File: config.mk
export PLATFORM = sky130hd
export DESIGN_NAME = key_event_generator
export DESIGN_NICKNAME = d
export VERILOG_FILES = /design/src/rtl/key_event_generator.sv
export SDC_FILE = /design/constraint.sdc
export NUM_CORES = 1
export LEC_CHECK = 0
export CORE_UTILIZATION = 45
export CTS_BUF_LIST = sky130_fd_sc_hd__clkbuf_2 sky130_fd_sc_hd__clkbuf_4 sky130_fd_sc_hd__clkbuf_8
export DETAILED_ROUTE_END_ITERATION = 8
export HOLD_SLACK_MARGIN = 0.12
export PLACE_DENSITY_LB_ADDON = 0.12
export RECOVER_POWER = 25
export SYNTH_ARGS = -nofsm -noshare
export SYNTH_HDL_FRONTEND = slang
export SYNTH_SLANG_ARGS = --single-unit
File: constraint.sdc
create_clock -name i_Clk -period 2.8 [get_ports i_Clk]
set_input_delay 0.84 -clock i_Clk [delete_from_list [all_inputs] [get_ports i_Clk]]
set_output_delay 0.84 -clock i_Clk [all_outputs]
set_load 0.05 [all_outputs]
File: src/rtl/key_event_generator.sv
// Turns debounced push-button levels into single-cycle press, auto-repeat and release
// events for one tracked key at a time.
module key_event_generator #(
  parameter int                  NUM_KEYS      = 4,
  parameter int                  REPEAT_DELAY  = 5000000,
  parameter int                  REPEAT_PERIOD = 1000000,
  parameter logic [NUM_KEYS-1:0] REPEAT_ENABLE = {NUM_KEYS{1'b1}},
  localparam int                 KEY_W         = $clog2(NUM_KEYS)
) (
  input  logic                i_Clk,
  input  logic                i_Rst,
  input  logic [NUM_KEYS-1:0] i_Switch,
  output logic                o_Event_Valid,
  output logic [KEY_W-1:0]    o_Event_Key,
  output logic                o_Event_Repeat,
  output logic                o_Release_Pulse,
  output logic                o_Active
);

  // state       | meaning
  // IDLE        | no key tracked, waiting for any press
  // HOLD_DELAY  | key held, timing the initial repeat delay
  // HOLD_REPEAT | key held, issuing periodic repeats
  // HOLD_NOREP  | key held, auto-repeat disabled for this key
  // WAIT_ALL    | tracked key released, waiting for all keys up
  typedef enum logic [2:0] {
    IDLE,
    HOLD_DELAY,
    HOLD_REPEAT,
    HOLD_NOREP,
    WAIT_ALL
  } state_t;

  localparam int CNT_MAX = (REPEAT_DELAY > REPEAT_PERIOD) ? REPEAT_DELAY : REPEAT_PERIOD;
  localparam int CNT_W   = $clog2(CNT_MAX + 1);

  localparam logic [CNT_W-1:0] DELAY_LAST  = CNT_W'(REPEAT_DELAY - 1);
  localparam logic [CNT_W-1:0] PERIOD_LAST = CNT_W'(REPEAT_PERIOD - 1);

  state_t            state;
  logic [CNT_W-1:0]  cnt;
  logic [KEY_W-1:0]  first_key;
  logic              key_held;

  // Lowest pressed index wins when several keys rise together.
  always_comb begin
    first_key = '0;
    for (int i = NUM_KEYS - 1; i >= 0; i--) begin
      if (i_Switch[i]) first_key = KEY_W'(i);
    end
  end

  // o_Event_Key doubles as the latched key of the tracked press.
  assign key_held = i_Switch[o_Event_Key];

  always_ff @(posedge i_Clk) begin
    if (i_Rst) begin
      state           <= IDLE;
      cnt             <= '0;
      o_Event_Valid   <= 1'b0;
      o_Event_Key     <= '0;
      o_Event_Repeat  <= 1'b0;
      o_Release_Pulse <= 1'b0;
      o_Active        <= 1'b0;
    end else begin
      o_Event_Valid   <= 1'b0;
      o_Event_Repeat  <= 1'b0;
      o_Release_Pulse <= 1'b0;

      case (state)
        IDLE: begin
          if (|i_Switch) begin
            o_Event_Valid <= 1'b1;
            o_Event_Key   <= first_key;
            o_Active      <= 1'b1;
            cnt           <= '0;
            state         <= REPEAT_ENABLE[first_key] ? HOLD_DELAY : HOLD_NOREP;
          end
        end

        HOLD_DELAY, HOLD_REPEAT, HOLD_NOREP: begin
          // Release is checked first so a coincident repeat is dropped.
          if (!key_held) begin
            o_Release_Pulse <= 1'b1;
            cnt             <= '0;
            state           <= WAIT_ALL;
          end else if (state == HOLD_DELAY) begin
            if (cnt == DELAY_LAST) begin
              o_Event_Valid  <= 1'b1;
              o_Event_Repeat <= 1'b1;
              cnt            <= '0;
              state          <= HOLD_REPEAT;
            end else begin
              cnt <= cnt + 1'b1;
            end
          end else if (state == HOLD_REPEAT) begin
            if (cnt == PERIOD_LAST) begin
              o_Event_Valid  <= 1'b1;
              o_Event_Repeat <= 1'b1;
              cnt            <= '0;
            end else begin
              cnt <= cnt + 1'b1;
            end
          end
        end

        WAIT_ALL: begin
          if (i_Switch == '0) begin
            o_Active <= 1'b0;
            state    <= IDLE;
          end
        end

        default: begin
          o_Active <= 1'b0;
          cnt      <= '0;
          state    <= IDLE;
        end
      endcase
    end
  end

endmodule

======== Word level (Yosys, flattened, before mapping) ========
Index checks and enable logic that the tools add are counted.
operators by class
  add/sub/neg operators ................... 1
  $mul .................................... 0
  divide/modulo/power cells ............... 0
  order comparisons ....................... 2
  equal/unequal tests ..................... 11
  shift-type cells ........................ 0
  multiplexer cells ....................... 33
  bitwise operators ....................... 2
  reduce and logical (&&, ||, !) cells .... 9
operator list
  kind                     number
  $mux W23                 6
  $pmux W23 S3             1
  $add A23 B1 Y23 const B  1
  $eq A23 B20 Y1 const B   1
  $eq A23 B23 Y1 const B   1
  $mux W3                  5
  $mux W1                  11
  $mux W2                  5
  $pmux W3 S3              1
  $eq A3 B2 Y1 const B     2
  $lt A2 B3 Y1 const B     2
  $ne A3 B3 Y1 const B     2
  $reduce_and A3 Y1        2
  $bmux W1 S2              2
  $logic_not A4 Y1         1
  $ne A2 B2 Y1 const B     2
  $ne A4 B4 Y1 const B     1
  $reduce_and A4 Y1        1
  $reduce_or A4 Y1         1
  $eq A3 B1 Y1 const B     1
  $eq A3 B3 Y1 const B     1
  $logic_not A3 Y1         1
  $pmux W1 S3              1
  $reduce_or A3 Y1         1
  other kinds (4)          5
word-level totals
  flip-flop bits (word level) ............. 32
  bits in latches ......................... 0
  RAM bits ................................ 0
  memory bits (read-only) ................. 0
  bits of input ports ..................... 6
  output and inout bits ................... 6
  logic and storage cells ................. 65
  memories ................................ 0

======== Depth between registers and ports, before layout ========
  word-level depth ........................ 9
  depth in mapped cells ................... 8
  depth with buffers taken out ............ 5

======== Worst setup path after synthesis ========
Ideal clock, no wire load.
  kind .................................... in2reg
  from .................................... input port i_Switch[3]
  to ...................................... register cnt[11]
  setup time .............................. 114 ps
  arrival time ............................ 2175 ps
  setup slack ............................. 511 ps
  stages .................................. 6
  path through ............................ mux4_2 > nand4_1 > a21oi_1 > a21oi_4 > buf_6 > nor2_1
between the ends
  word-level cells in the longest chain between the ends .. 4
  elaborated cells on any way between the ends .. 8
  classes of those cells .................. eq/ne: 2; mux: 4; reduce/logical: 2
ends and longest elaborated chain
  element                                                                    line  source
  start, declared                                                            12    input logic [NUM_KEYS-1:0] i_Switch,
  $bmux W1 S2                                                                54    assign key_held = i_Switch[o_Event_Key];
  $mux W1 (not written as such)                                              54
  $ne A4 B4 Y1 (no source line) / $mux W23 (equally long branches)           -
  $reduce_and A3 Y1 (no source line) / $pmux W23 S3 (equally long branches)  -
  end signal, assigned                                                       94    cnt <= cnt + 1'b1;
  end signal, assigned                                                       102   cnt <= cnt + 1'b1;
  end, declared                                                              41    logic [CNT_W-1:0] cnt;
Parallel ways exist; a longest one is shown, timed or not. The select of a mux whose other input is x is not followed.
A chain may end at the register's enable or synchronous reset.

======== Worst setup path in the final report ========
  from .................................... input port i_Switch[0]
  to ...................................... register cnt[15]
The elaborated chain is that of the path after synthesis.

==> impl_metrics.ini <==
[global_route]
grt_pass1_wl_mm = 6.47
grt_antenna_before_repair = 0
grt.overflow.total = 0
grt_pass1_vias = 1465
grt_util_all_layers_pct = 21.0
largest_net_degree_at_the_start_of_global_routing = 19

[final_layout]
num_antenna_cells = 0
fraction_of_final_layout_cells_with_drive_strength_greater_than_1_pct = 9.81
finish.utilization_pct = 56.1
finish.net_count = 221
final_area_um2 = 1930
area.growth.synth_to_final_pct = 16.1

[yosys]
synth_largest_type_area_fraction_pct = 38.5
synth-main-ff-cell = sky130_fd_sc_hd__dfxtp_1
number_of_flops_mapped_to_enable_cells_by_yosys = 0
ys_warn_count = 0
synth_seq_area_share_pct = 38.5
netlist_top_cells_area = sky130_fd_sc_hd__dfxtp_1 (39%), sky130_fd_sc_hd__xor2_1 (6.8%), sky130_fd_sc_hd__nand4_1 (6.4%)
synth.top_cells.by_count = sky130_fd_sc_hd__dfxtp_1 (32), sky130_fd_sc_hd__nor2_1 (20), sky130_fd_sc_hd__nand4_1 (17)
synthesis.instances = 195
syn_nets = 202
yosys.area.top_type = sky130_fd_sc_hd__dfxtp_1
synth-async-reset-ratio_pct = 0
post_synth_instance_area_um2 = 1660
synth.avg_cell_area_um2 = 8.53
yosys.cell_count.top_type = sky130_fd_sc_hd__dfxtp_1
yosys.cell_types.count = 44
yosys_register_bits = 32

[worst_setup_path]
crit_path_start_kind = primary input
timing.critical_path.required_ns = 3.01
critical_path.reg2reg.startpoint = cnt[11]
cp_data_arrival_time_ns = 2.80
critical_path_peak_fanout = 7
buf_inv_on_cp = 1
crit_path_max_incr_delay_ns = 0.51
critical_path.top_delay_family = simple AND/OR/NAND/NOR gates
criticalPathCategory = in2reg
timing.critical_path.slowest_stage_cell = sky130_fd_sc_hd__mux4_2
crit_end_category = flop
worstPathCellList = clkdlybuf4s50_1 > mux4_2 > nand4_1 > nand4b_1 > or3_1 > a21oi_1
worst_setup_path_startpoint = i_Switch[0]

[clock_network]
hold_buffers = 0
cts.root.buffer_cell = sky130_fd_sc_hd__clkbuf_8
post_cts_resized = 0
cts_htree_levels = 2
cts-root-to-sink-buffers = 2
cts_setup_buffers = 0
tritoncts = done
clk_pin_slew_ns = 0.06
clock_insertion_delay_worst_skew_ns = 0.28
clock_sinks = 32
cts-buffers-inserted = 5

[floorplan]
die_area_um2 = 3940
top_level_ports = 12
initial_core_util_pct = 48.3
design.core.area_um2 = 3440
chipWidth_um = 62.8
std_cell_rows = 21
die_height_um = 62.8

[run]
cap_viol_max_count = 0

[place]
detailed_place_hpwl_mm = 2.79
placement.cell_area_um2 = 1880
place_congestion = 0.872
place.port_buffers = 11
place_worst_setup_slack_ns = -0.0817

[pwr]
power-per-cell-area_nw_per_um2 = 508
p_leak_nw = 0.650
power.ir.vdd_worst_mv = 0.274
fin_total_pwr_mw = 0.980

[run_status]
outcome = completed

[timing]
clock.fmax_ghz = 0.385
hold_fails_final_rpt = 0
min_period_over_period_pct = 92.8
grt_setup_unrepaired = false
setup_skew_after_layout_ns = 0.00353
worst_slew_pin_slew_ns = 0.504
timing.final.ws_setup_ns = 0.201
maxSlewHeadroom_pct = 66.3
layout_min_cycle_time_ns = 2.60
report.final.slew_viol_count = 0
final-setup-viol-count = 0

[routing]
vias = 1494
routed_wire_length_per_instance_um = 14.5
drt_iter0_drc = 143
drcViolationCount = 0
antenna_violating_nets_post_route = 0
post_drt_via_cell_ratio = 5.75
drtPass1Iterations = 4
wirelength_mm = 3.77

[worst_hold_path]
startpoint_of_the_tightest_hold_check_path = o_Event_Key[0]
path_type_of_the_worst_min_delay_path = reg2reg
[worst min-delay path, stage by stage, from the launching register on]
cell	delay, ns
sky130_fd_sc_hd__dfxtp_1	0.33
sky130_fd_sc_hd__inv_1	0.05
sky130_fd_sc_hd__a221oi_1	0.06
[final timing paths]
| check | to | slack [ns] | cells after the start |
|---|---|---|---|
| max reg2reg | cnt[15] | 0.74 | 6 |
| max | cnt[15] | 0.20 | 6 |
| min | o_Event_Key[0] | 0.50 | 2 |
| min reg2reg | o_Event_Key[0] | 0.50 | 2 |
[sequential cells by signal, indices dropped and copies added (netlist names)]
signal and cells:
cnt 23, o_Release_Pulse 1, o_Event_Key 2, o_Event_Valid 1, o_Active 1, o_Event_Repeat 1, state 3
[layout by cell type (no fill, tap or decap), types with 2 or more instances in the layout]
master	synthesis	final
sky130_fd_sc_hd__clkdlybuf4s50_1	0	10
sky130_fd_sc_hd__and3_1	4	4
sky130_fd_sc_hd__buf_4	0	8
sky130_fd_sc_hd__nand4b_1	4	4
sky130_fd_sc_hd__clkbuf_1	8	3
sky130_fd_sc_hd__nand4_1	17	17
sky130_fd_sc_hd__nand3_1	8	8
sky130_fd_sc_hd__nor4_1	3	3
sky130_fd_sc_hd__xor2_1	13	13
sky130_fd_sc_hd__nor3_1	5	5
sky130_fd_sc_hd__nand2_1	7	7
sky130_fd_sc_hd__dfxtp_1	32	32
sky130_fd_sc_hd__nor4b_1	2	3
sky130_fd_sc_hd__o21a_1	2	2
sky130_fd_sc_hd__nor2_1	20	20
sky130_fd_sc_hd__o21ai_0	9	9
sky130_fd_sc_hd__and4_1	5	5
sky130_fd_sc_hd__clkbuf_8	0	5
sky130_fd_sc_hd__inv_1	8	8
sky130_fd_sc_hd__or3_1	6	6
sky130_fd_sc_hd__and2_1	5	5
sky130_fd_sc_hd__a31oi_1	2	2
sky130_fd_sc_hd__a21oi_1	10	10
[through the flow]
step           instances  TNS, ns  hold slack [ns]
3_3_place_gp         253        0            0.463
3_5_place_dp         253   -0.413            0.496
5_1_grt              260        0            0.526
6_report             260        0            0.498
4_1_cts              260        0            0.504
2_1_floorplan        195        0            0.460
[power by group]
| group | total [mW] | leakage [nW] | switching [mW] | internal (mW) |
|---|---|---|---|---|
| Clock | 0.329 | 0.0445 | 0.151 | 0.178 |
| Combinational | 0.165 | 0.347 | 0.0992 | 0.0654 |
| Sequential | 0.486 | 0.259 | 0.0149 | 0.471 |
[layout make-up]
class	count	area (um^2)
clock buffers	6	76.3
multi-input cells	144	920
inverters	8	30.0
repair buffers	23	201
fillers	334	1510
well taps	46	57.6
clock inverters	1	5.00
flip-flops and latches	32	641
[per-layer routing]
metal / global-route usage, % / vias to the layer above / part of all wire, %
met5: 0 / - / 0
met4: 9.01 / 0 / 1.3
met3: 6.20 / 6 / 4.3
met2: 34.1 / 34 / 48
met1: 25.7 / 699 / 47
li1: - / 755 / -
[kinds of logic after synthesis]
| logic type | share of synthesized area, % |
|---|---|
| buffers and inverters | 5.27 |
| AOI/OAI and AO/OA | 13.3 |
| xor gates and xnor gates | 7.37 |
| muxes | 1.35 |
| and+or+nand+nor | 33.4 |
| DFF | 38.5 |
| adders and majority gates | 0.752 |
Power figures use the tool's default switching activity.
